## src/rtl/tx_ethernet_if.sv

```systemverilog
// Host-side request and payload handshake of the GMII frame transmitter.
interface tx_ethernet_if;
    logic [47:0] mac_addr;
    logic [47:0] tx_dst_mac;
    logic [15:0] tx_ethertype;
    logic [10:0] tx_len;
    logic        tx_start;
    logic        tx_payload_rd;
    logic [7:0]  tx_payload;
    logic        tx_busy;
    logic        tx_done_irq;

    modport master (
        output mac_addr, tx_dst_mac, tx_ethertype, tx_len, tx_start, tx_payload,
        input  tx_payload_rd, tx_busy, tx_done_irq
    );

    modport slave (
        input  mac_addr, tx_dst_mac, tx_ethertype, tx_len, tx_start, tx_payload,
        output tx_payload_rd, tx_busy, tx_done_irq
    );
endinterface

```

## src/rtl/tx_ethernet.sv

```systemverilog
// GMII Ethernet II transmitter: preamble, SFD, MAC header, payload, zero pad, CRC-32 FCS, IFG.
// States: IDLE | PRE | SFD | DST | SRC | TYPE | PAY | PAD | FCS | IFG; each names the octet registered onto TXD at the next edge.
module tx_ethernet #(
    parameter int          OCT         = 8,
    parameter logic [7:0]  PRE         = 8'b10101010,
    parameter logic [7:0]  SFD         = 8'b10101011,
    parameter int          MIN_PAYLOAD = 46,
    parameter int          MAX_PAYLOAD = 1500,
    parameter int          IFG         = 12
) (
    input  logic           TX_CLK,
    input  logic           rst,
    tx_ethernet_if.slave   host,
    output logic           TX_EN,
    output logic [OCT-1:0] TXD,
    output logic           TX_ER
);

    localparam logic [10:0] MIN_L = 11'(MIN_PAYLOAD);
    localparam logic [10:0] MAX_L = 11'(MAX_PAYLOAD);
    localparam logic [10:0] IFG_C = 11'(IFG - 1);

    typedef enum logic [3:0] {
        S_IDLE, S_PRE, S_SFD, S_DST, S_SRC, S_TYPE, S_PAY, S_PAD, S_FCS, S_IFG
    } state_t;

    state_t         state, state_nxt;
    logic [10:0]    cnt, cnt_nxt;
    logic           tc;
    logic [47:0]    dst_q, src_q;
    logic [15:0]    type_q;
    logic [10:0]    len_q, len_clamp;
    logic [31:0]    crc, crc_nxt;
    logic [OCT-1:0] octet;
    logic           en_nxt, busy_nxt, done_nxt, crc_en, rd, busy, done;

    function automatic logic [31:0] crc_step(input logic [31:0] c, input logic [OCT-1:0] d);
        logic [31:0] r;
        r = c ^ {24'h0, d};
        for (int i = 0; i < OCT; i++)
            r = r[0] ? ((r >> 1) ^ 32'hEDB88320) : (r >> 1);
        return r;
    endfunction

    assign tc        = (cnt == 11'd0);
    assign len_clamp = (host.tx_len > MAX_L) ? MAX_L : host.tx_len;
    assign crc_nxt   = crc_step(crc, octet);

    always_ff @(posedge TX_CLK) begin
        if (rst) begin
            state  <= S_IDLE;
            cnt    <= 11'd0;
            dst_q  <= 48'h0;
            src_q  <= 48'h0;
            type_q <= 16'h0;
            len_q  <= 11'd0;
            crc    <= 32'hFFFFFFFF;
            TXD    <= '0;
            TX_EN  <= 1'b0;
            busy   <= 1'b0;
            done   <= 1'b0;
        end else begin
            state <= state_nxt;
            cnt   <= cnt_nxt;
            TXD   <= octet;
            TX_EN <= en_nxt;
            busy  <= busy_nxt;
            done  <= done_nxt;
            if (state == S_IDLE && host.tx_start) begin
                dst_q  <= host.tx_dst_mac;
                src_q  <= host.mac_addr;
                type_q <= host.tx_ethertype;
                len_q  <= len_clamp;
                crc    <= 32'hFFFFFFFF;
            end else if (crc_en) begin
                crc <= crc_nxt;
            end
        end
    end

    always_comb begin
        state_nxt = state;
        cnt_nxt   = tc ? cnt : cnt - 11'd1;
        case (state)
            S_IDLE: if (host.tx_start) begin state_nxt = S_PRE; cnt_nxt = 11'd5; end
            S_PRE:  if (tc) state_nxt = S_SFD;
            S_SFD:  begin state_nxt = S_DST; cnt_nxt = 11'd5; end
            S_DST:  if (tc) begin state_nxt = S_SRC; cnt_nxt = 11'd5; end
            S_SRC:  if (tc) begin state_nxt = S_TYPE; cnt_nxt = 11'd1; end
            S_TYPE: if (tc) begin
                if (len_q == 11'd0) begin
                    state_nxt = S_PAD;
                    cnt_nxt   = MIN_L - 11'd1;
                end else begin
                    state_nxt = S_PAY;
                    cnt_nxt   = len_q - 11'd1;
                end
            end
            S_PAY:  if (tc) begin
                if (len_q < MIN_L) begin
                    state_nxt = S_PAD;
                    cnt_nxt   = MIN_L - 11'd1 - len_q;
                end else begin
                    state_nxt = S_FCS;
                    cnt_nxt   = 11'd3;
                end
            end
            S_PAD:  if (tc) begin state_nxt = S_FCS; cnt_nxt = 11'd3; end
            S_FCS:  if (tc) begin state_nxt = S_IFG; cnt_nxt = IFG_C; end
            S_IFG:  if (tc) state_nxt = S_IDLE;
            default: begin state_nxt = S_IDLE; cnt_nxt = 11'd0; end
        endcase
    end

    always_comb begin
        octet    = '0;
        en_nxt   = 1'b0;
        crc_en   = 1'b0;
        rd       = 1'b0;
        done_nxt = 1'b0;
        busy_nxt = busy;
        case (state)
            S_IDLE: if (host.tx_start) begin
                octet    = PRE;
                en_nxt   = 1'b1;
                busy_nxt = 1'b1;
            end
            S_PRE:  begin octet = PRE; en_nxt = 1'b1; end
            S_SFD:  begin octet = SFD; en_nxt = 1'b1; end
            S_DST:  begin octet = dst_q[{cnt[2:0], 3'b000} +: 8]; en_nxt = 1'b1; crc_en = 1'b1; end
            S_SRC:  begin octet = src_q[{cnt[2:0], 3'b000} +: 8]; en_nxt = 1'b1; crc_en = 1'b1; end
            S_TYPE: begin octet = type_q[{cnt[0], 3'b000} +: 8]; en_nxt = 1'b1; crc_en = 1'b1; end
            S_PAY:  begin octet = host.tx_payload; rd = 1'b1; en_nxt = 1'b1; crc_en = 1'b1; end
            S_PAD:  begin en_nxt = 1'b1; crc_en = 1'b1; end
            // FCS goes out low byte first from the CRC frozen after the last data octet
            S_FCS:  begin octet = ~crc[{~cnt[1:0], 3'b000} +: 8]; en_nxt = 1'b1; end
            S_IFG:  begin
                done_nxt = (cnt == IFG_C);
                if (tc) busy_nxt = 1'b0;
            end
            default: ;
        endcase
    end

    assign host.tx_payload_rd = rd;
    assign host.tx_busy       = busy;
    assign host.tx_done_irq   = done;
    assign TX_ER              = 1'b0;

endmodule

```

## src/flat_wrapper.sv

```systemverilog
// flat-port wrapper written by rule: the top's interface ports become plain ports
module tx_ethernet_flat 
#(
    parameter int          OCT         = 8,
    parameter logic [7:0]  PRE         = 8'b10101010,
    parameter logic [7:0]  SFD         = 8'b10101011,
    parameter int          MIN_PAYLOAD = 46,
    parameter int          MAX_PAYLOAD = 1500,
    parameter int          IFG         = 12
)
  (TX_CLK, rst, TX_EN, TXD, TX_ER, host_mac_addr, host_tx_dst_mac, host_tx_ethertype, host_tx_len, host_tx_start, host_tx_payload, host_tx_payload_rd, host_tx_busy, host_tx_done_irq);
  tx_ethernet_if host_i ();
  input  logic TX_CLK;
  input  logic rst;
  output logic TX_EN;
  output logic [OCT-1:0] TXD;
  output logic TX_ER;
  input wire logic [$bits(host_i.mac_addr)-1:0] host_mac_addr;
  input wire logic [$bits(host_i.tx_dst_mac)-1:0] host_tx_dst_mac;
  input wire logic [$bits(host_i.tx_ethertype)-1:0] host_tx_ethertype;
  input wire logic [$bits(host_i.tx_len)-1:0] host_tx_len;
  input wire logic [$bits(host_i.tx_start)-1:0] host_tx_start;
  input wire logic [$bits(host_i.tx_payload)-1:0] host_tx_payload;
  output wire logic [$bits(host_i.tx_payload_rd)-1:0] host_tx_payload_rd;
  output wire logic [$bits(host_i.tx_busy)-1:0] host_tx_busy;
  output wire logic [$bits(host_i.tx_done_irq)-1:0] host_tx_done_irq;
  assign host_i.mac_addr = host_mac_addr;
  assign host_i.tx_dst_mac = host_tx_dst_mac;
  assign host_i.tx_ethertype = host_tx_ethertype;
  assign host_i.tx_len = host_tx_len;
  assign host_i.tx_start = host_tx_start;
  assign host_i.tx_payload = host_tx_payload;
  assign host_tx_payload_rd = host_i.tx_payload_rd;
  assign host_tx_busy = host_i.tx_busy;
  assign host_tx_done_irq = host_i.tx_done_irq;
  tx_ethernet #(.OCT(OCT), .PRE(PRE), .SFD(SFD), .MIN_PAYLOAD(MIN_PAYLOAD), .MAX_PAYLOAD(MAX_PAYLOAD), .IFG(IFG)) u_core (.TX_CLK(TX_CLK), .rst(rst), .host(host_i), .TX_EN(TX_EN), .TXD(TXD), .TX_ER(TX_ER));
endmodule
```

## config.mk

```make
export PLATFORM = sky130hd
export DESIGN_NAME = tx_ethernet_flat
export DESIGN_NICKNAME = d
export VERILOG_FILES = /design/src/rtl/tx_ethernet_if.sv /design/src/rtl/tx_ethernet.sv /design/src/flat_wrapper.sv
export SDC_FILE = /design/constraint.sdc
export NUM_CORES = 1
export LEC_CHECK = 0
export ABC_AREA = 1
export BUFFER_PORTS_ARGS = -buffer_cell sky130_fd_sc_hd__buf_4
export CELL_PAD_IN_SITES_DETAIL_PLACEMENT = 1
export CELL_PAD_IN_SITES_GLOBAL_PLACEMENT = 1
export CORE_AREA = 4 4 159 161
export CTS_CLUSTER_SIZE = 16
export DETAILED_ROUTE_END_ITERATION = 12
export DIE_AREA = 0 0 163 165
export PLACE_DENSITY = 0.83
export SYNTH_ARGS = -nofsm -noshare
export SYNTH_HDL_FRONTEND = slang
export SYNTH_SLANG_ARGS = --single-unit
```

## constraint.sdc

```tcl
create_clock -name TX_CLK -period 3.28 [get_ports TX_CLK]
set_clock_uncertainty 0.1 [all_clocks]
set_input_delay 0.656 -clock TX_CLK [delete_from_list [all_inputs] [get_ports TX_CLK]]
set_output_delay 0.656 -clock TX_CLK [all_outputs]
set_load 0.05 [all_outputs]
```

# After elaboration in Yosys (flattened, before gate mapping)
# Index checks and enable logic that the tools add are counted.
# op_classes
add_sub_neg,3
n_lt_le_gt_ge,2
eq_ne,19
shifts,4
mux,41
n_bitwise,12
reduce_logical,12
# op_table
operator,count
32-bit two-way mux,8
11-bit two-way mux,11
13-bit inverter with 14-bit output,8
11-bit case mux with 9 select lines,1
48-bit by 7-bit variable part select with 8-bit output,2
8-bit case mux with 8 select lines,1
4-bit two-way mux,10
4-bit case mux with 10 select lines,1
32-bit by 6-bit variable part select with 8-bit output,1
32-bit by 8-bit bitwise XOR with 32-bit output,1
11-bit zero test,2
"11-bit by 1-bit subtractor with 11-bit output, second input constant",2
"4-bit by 3-bit equality test with 1-bit output, second input constant",4
"2-bit by 1-bit inequality test with 1-bit output, second input constant",8
16-bit by 5-bit variable part select with 8-bit output,1
"11-bit by 4-bit equality test with 1-bit output, second input constant",1
"11-bit > comparator, second input constant",1
"11-bit by 6-bit < comparator with 1-bit output, second input constant",1
"6-bit by 11-bit subtractor with 11-bit output, first input constant",1
9-bit AND reduction,1
"4-bit by 2-bit equality test with 1-bit output, second input constant",2
"4-bit equality test, second input constant",2
8-bit two-way mux,1
8-bit inverter,1
13 further kinds,21
# totals
reg_bits,181
input_bits,134
wordCells,104

# Depth between registers and ports, before layout
# logic_depth
ltp_word,21
ltp_mapped,23
mapped_depth_nobuf,19

# Least setup slack after synthesis
# OpenSTA, ideal clock, no wires.
# synth_timing
path_type,register to register
from,reg u_core.cnt[0]
to,reg u_core.cnt[0]
arrival_ns,2.777
required_time_ns,3.071
setup_slack_ns,0.294
path_stages_with_launch,16
cell_sequence,dfxtp_1 -> buf_2 -> inv_1 -> buf_2 -> buf_2 -> ha_1 -> nand2_1 -> nor2_1 -> inv_1 -> nor3_1 -> clkinv_1 -> ha_1 -> a2111oi_0 -> nand3_1 -> nand2_1 -> inv_1
# synth_via
elab_chain_cells,4
# synth_rtl
item,line_no,source
start: declaration,tx_ethernet.sv:28,"logic [10:0] cnt, cnt_nxt;"
start signal: assignment,tx_ethernet.sv:64,cnt <= cnt_nxt;
11-bit by 1-bit subtractor with 11-bit output or 11-bit zero test (tied branches),"tx_ethernet.sv:83, tx_ethernet.sv:45",
11-bit two-way mux,tx_ethernet.sv:83,cnt_nxt = tc ? cnt : cnt - 11'd1;
11-bit two-way mux (tied with other cells),tx_ethernet.sv:109,S_FCS: if (tc) begin state_nxt = S_IFG; cnt_nxt = IFG_C; end
11-bit case mux with 9 select lines (*),tx_ethernet.sv:84,case (state)
# Mark *: on every way between the ends. The rest lies on a longest branch, timed or not.
# A chain may end at the register's enable or synchronous reset.

# Final worst setup path
# layout_timing
from,reg u_core.state[0]
to,reg u_core.crc[23]
# layout_via
elab_chain_cells,16
# layout_rtl
item,line_no,source
start: declaration,tx_ethernet.sv:27,"state_t state, state_nxt;"
start signal: assignment,tx_ethernet.sv:63,state <= state_nxt;
4-bit equality test (tied with other cells),tx_ethernet.sv:122,case (state)
8-bit case mux with 8 select lines,tx_ethernet.sv:122,
32-bit by 8-bit bitwise XOR with 32-bit output,tx_ethernet.sv:39,"r = c ^ {24'h0, d};"
32-bit two-way mux,tx_ethernet.sv:41,r = r[0] ? ((r >> 1) ^ 32'hEDB88320) : (r >> 1);
13-bit inverter with 14-bit output (no line),n/a,
32-bit two-way mux (2 in series),tx_ethernet.sv:41,
13-bit inverter with 14-bit output (no line),n/a,
32-bit two-way mux,tx_ethernet.sv:41,
13-bit inverter with 14-bit output (no line),n/a,
32-bit two-way mux (2 in series),tx_ethernet.sv:41,
13-bit inverter with 14-bit output (no line),n/a,
32-bit two-way mux,tx_ethernet.sv:41,
13-bit inverter with 14-bit output (no line),n/a,
32-bit two-way mux,tx_ethernet.sv:41,
end signal: assignment,tx_ethernet.sv:76,crc <= crc_nxt;
end: declaration,tx_ethernet.sv:33,"logic [31:0] crc, crc_nxt;"
# Several ways; a longest one is shown, not always the timed one.

==> load_flow_metrics.sql <==
INSERT INTO impl_metrics (metric_group, metric, value, unit) VALUES
('floorplan', 'dieHeight', '165', 'um'),
('synthesis', 'synth_net_count', '1481', ''),
('floorplan', 'dieArea', '26900', 'um^2'),
('critical_path', 'timing.rr.end', 'u_core.crc[23]$_SDFFE_PP1P_', ''),
('critical_path', 'crit_path_cell_trace', 'nand2_1 > nor2_1 > nor2_4 > a21oi_1 > nand3_2 > nand2_1 > nand2_1 > nand2_2 > nand2_2 > nand3_1 > nand2_1 > nand2_1 > nand2_1 > nand2_1 > nand3_1', ''),
('critical_path', 'regToRegStartpoint', 'u_core.state[0]$_SDFFE_PP0P_', ''),
('synthesis', 'post-synth-top-count-cell', 'sky130_fd_sc_hd__nand2_1', ''),
('critical_path', 'critical_path_data_arrival_time', '3.28', 'ns'),
('route', 'detail_route.vias_per_cell', '5.56', ''),
('critical_path', 'cp_depth', '15', ''),
('critical_path', 'worst-r2r-cell-count', '15', ''),
('grt', 'gr-total-overflow', '0', ''),
('power_and_ir_drop', 'power.share.sequential', '28.4', '%'),
('clock_tree', 'cts_buffers', '17', ''),
('route', 'drc', '0', ''),
('synthesis', 'synth_sequential_area_ratio', '37.6', '%'),
('critical_path', 'critical_path_class', 'register to register', ''),
('sta', 'finalWorstPathRequiredPeriod', '3.05', 'ns'),
('critical_path', 'rrSetupSlack', '0.23', 'ns'),
('critical_path', 'critical_path_buf_inv_count', '0', ''),
('clock_tree', 'cts.reportedPaths.clkPinSlew', '0.08', 'ns'),
('run_status', 'run_status', 'completed', ''),
('critical_path', 'path_max_fanout', '10', ''),
('place', 'gp_congestion', '0.961', ''),
('route', 'routed-via-count', '9995', ''),
('synthesis', 'synthFlopType', 'sky130_fd_sc_hd__dfxtp_1', ''),
('grt', 'grt_pass1_vias', '10300', ''),
('place', 'dp_hpwl', '25.8', 'mm'),
('sta', 'max_clock_freq', '0.328', 'GHz'),
('critical_path', 'critical_path.endpoint', 'u_core.crc[23]$_SDFFE_PP1P_', ''),
('critical_path', 'critPathTopFamily', 'simple AND/OR/NAND/NOR gates', ''),
('grt', 'grt.total_usage', '25.9', '%'),
('clock_tree', 'clock_latency', '0.44', 'ns'),
('power_and_ir_drop', 'power.density_cell_area', '903', 'nW/um^2'),
('sta', 'max_slew.worst_pin.slew', '0.859', 'ns'),
('power_and_ir_drop', 'power.ir.vdd_worst', '0.345', 'mV'),
('route', 'detailroute.wirelength.met2', '16.8', 'mm'),
('synthesis', 'syn-instance-count', '1339', ''),
('sta', 'timing.slew.headroom', '42.2', '%'),
('grt', 'grt_pass1_wl', '55.2', 'mm'),
('synthesis', 'ys_top_cells_by_area', 'sky130_fd_sc_hd__dfxtp_1 (38%), sky130_fd_sc_hd__nand2_1 (13%), sky130_fd_sc_hd__a22o_1 (7.9%)', ''),
('power_and_ir_drop', 'power.switching', '0.00505', 'W'),
('clock_tree', 'cts_sinks', '181', ''),
('grt', 'grt_start_max_net_pins', '79', ''),
('critical_path', 'worst_path_max_delay_cell', 'sky130_fd_sc_hd__dfxtp_1', ''),
('power_and_ir_drop', 'combinationalPowerShare', '52.3', '%'),
('synthesis', 'ys_async_sr_fraction', '0', '%'),
('route', 'avgRoutedWirePerCell', '19.4', 'um'),
('grt', 'antenna_found_initial', '0', ''),
('floorplan', 'initial_core_utilization', '40.2', '%'),
('place', 'pre_cts_setup_slack', '0.168', 'ns'),
('route', 'top_layer_used', 'met4', ''),
('clock_tree', 'clock_tree_from_tritoncts', 'done', ''),
('critical_path', 'end_kind', 'register', ''),
('synthesis', 'synthesis.yosys.warnings', '0', ''),
('critical_path', 'timing.critical_path.required', '3.51', 'ns'),
('clock_tree', 'clk_root_buffer_cell', 'sky130_fd_sc_hd__clkbuf_16', ''),
('sta', 'final.setup.worst_slack', '0.228', 'ns'),
('route', 'postRouteWirelength', '35.0', 'mm'),
('synthesis', 'synth_largest_area_cell', 'sky130_fd_sc_hd__dfxtp_1', ''),
('critical_path', 'worst_path_most_repeated_cell', 'sky130_fd_sc_hd__nand2_1', ''),
('finish', 'flow.area_growth_from_synthesis', '21.1', '%'),
('power_and_ir_drop', 'p_clk_share', '19.3', '%'),
('critical_path', 'first_element_of_the_critical_path', 'u_core.state[0]$_SDFFE_PP0P_', ''),
('route', 'wl_met3', '1.86', 'mm'),
('synthesis', 'post_synth_most_frequent_cells', 'sky130_fd_sc_hd__nand2_1 (342), sky130_fd_sc_hd__dfxtp_1 (181), sky130_fd_sc_hd__nand3_1 (152), sky130_fd_sc_hd__inv_1 (108), sky130_fd_sc_hd__a21oi_1 (96)', ''),
('route', 'count_of_tritonroute_iterations_in_the_first_routing_pass', '5', ''),
('floorplan', 'placementRows', '57', ''),
('finish', 'layout.nets', '1604', ''),
('synthesis', 'synth.ff_latch_count', '181', ''),
('sta', 'finalMaxSlewViolations', '0', '');
metal layers:
layer  GRT usage [%]  vias to the layer above
met5               0                        -
met4            9.65                        0
met3            4.24                       70
met2            44.0                      317
met1            33.3                     4817
li1                -                     4791
how the worst min path moves through the flow:
stage                     slack [ns]                       endpoint  cells after the start                          start
after floorplan                 0.34  u_core.src_q[17]$_SDFFE_PP0P_                      1  u_core.src_q[17]$_SDFFE_PP0P_
after global placement          0.35    u_core.crc[15]$_SDFFE_PP1P_                      2    u_core.crc[15]$_SDFFE_PP1P_
after detailed placement        0.35  u_core.type_q[5]$_SDFFE_PP0P_                      1  u_core.type_q[5]$_SDFFE_PP0P_
after CTS                       0.30  u_core.src_q[14]$_SDFFE_PP0P_                      3              host_mac_addr[14]
after global routing            0.31  u_core.dst_q[13]$_SDFFE_PP0P_                      2            host_tx_dst_mac[13]
final                           0.30  u_core.src_q[14]$_SDFFE_PP0P_                      3              host_mac_addr[14]
sequential cells by signal, indices dropped and copies added (netlist names), 4 cells and up:
name / count
u_core.dst_q: 48
u_core.crc: 32
u_core.state: 4
u_core.len_q: 11
u_core.TXD: 8
u_core.cnt: 11
u_core.type_q: 16
u_core.src_q: 48
worst register-to-register path: stages, from the launching register on:
cell	delay [ns]
sky130_fd_sc_hd__dfxtp_1	0.53
sky130_fd_sc_hd__nand2_1	0.15
sky130_fd_sc_hd__nor2_1	0.40
sky130_fd_sc_hd__nor2_4	0.14
sky130_fd_sc_hd__a21oi_1	0.33
sky130_fd_sc_hd__nand3_2	0.22
sky130_fd_sc_hd__nand2_1	0.14
sky130_fd_sc_hd__nand2_1	0.08
sky130_fd_sc_hd__nand2_2	0.16
sky130_fd_sc_hd__nand2_2	0.10
sky130_fd_sc_hd__nand3_1	0.18
sky130_fd_sc_hd__nand2_1	0.13
sky130_fd_sc_hd__nand2_1	0.10
sky130_fd_sc_hd__nand2_1	0.05
sky130_fd_sc_hd__nand2_1	0.05
sky130_fd_sc_hd__nand3_1	0.06
through the flow:
step / std cells / instance area, um^2 / util [%]
after floorplan: 1339 / 9640 / -
after global placement: 1767 / 11100 / 46.3
after detailed placement: 1767 / 11100 / 46.3
after CTS: 1798 / 11700 / 48.6
after global routing: 1798 / 11700 / 48.7
final: 1798 / 11700 / 48.7
placed cells by master, fill, tap and decap left out, types with 4 or more instances in the layout:
cell type and count:
sky130_fd_sc_hd__o21ai_1 11, sky130_fd_sc_hd__nand3_2 6, sky130_fd_sc_hd__nor3_2 4, sky130_fd_sc_hd__inv_2 7
sky130_fd_sc_hd__nand2_4 8, sky130_fd_sc_hd__o221ai_1 4, sky130_fd_sc_hd__dfxtp_1 180, sky130_fd_sc_hd__buf_4 171
sky130_fd_sc_hd__nor3_1 10, sky130_fd_sc_hd__a221oi_1 4, sky130_fd_sc_hd__o21ai_0 72, sky130_fd_sc_hd__xnor2_1 5
sky130_fd_sc_hd__a21oi_1 96, sky130_fd_sc_hd__nor2_1 46, sky130_fd_sc_hd__a22o_1 87, sky130_fd_sc_hd__xor2_1 26
sky130_fd_sc_hd__nand4_1 4, sky130_fd_sc_hd__ha_1 8, sky130_fd_sc_hd__buf_12 6, sky130_fd_sc_hd__nor2_4 6
sky130_fd_sc_hd__nand3_1 152, sky130_fd_sc_hd__inv_1 107, sky130_fd_sc_hd__inv_8 4, sky130_fd_sc_hd__nand2_2 21
sky130_fd_sc_hd__nand2_1 340, sky130_fd_sc_hd__o211ai_1 21, sky130_fd_sc_hd__clkbuf_16 17, sky130_fd_sc_hd__o22ai_1 6
kinds of logic (layout without fill, tap and decap cells):
group,after synthesis,after routing,share of synthesized area [%]
simple gates,610,610,28.5
compound gates,317,317,21.4
buf+inv,190,325,8.49
flops,181,181,37.6
xor+xnor,32,32,2.98
fa+ha+maj,8,8,1.04
other cells,1,1,0.0389
what timing repair did:
| item | in CTS | in global routing |
|---|---|---|
| resized for setup | 0 | 6 |
| setup buffers | 0 | 0 |
| endpoints found under the setup margin | 0 | 20 |
| hold buffers | 0 | 0 |
power groups by stage:
stage | sequential (W) | combinational, W | clock (W)
6_report | 0.00300 | 0.00551 | 0.00203
2_1_floorplan | 0.00301 | 0.00377 | 0
5_1_grt | 0.00305 | 0.00610 | 0.00214
3_3_place_gp | 0.00301 | 0.00525 | 0
3_5_place_dp | 0.00303 | 0.00542 | 0
4_1_cts | 0.00299 | 0.00547 | 0.00205
final cells by class:
type	instances	area (um^2)
tap	324	405
fill	3106	12300
clock inverter	14	140
timing repair buffer	178	1420
multi-input combinational	968	5230
sequential	181	3620
inverter	116	435
clock buffer	17	425
No activity file was read; power rests on OpenSTA's default activity.
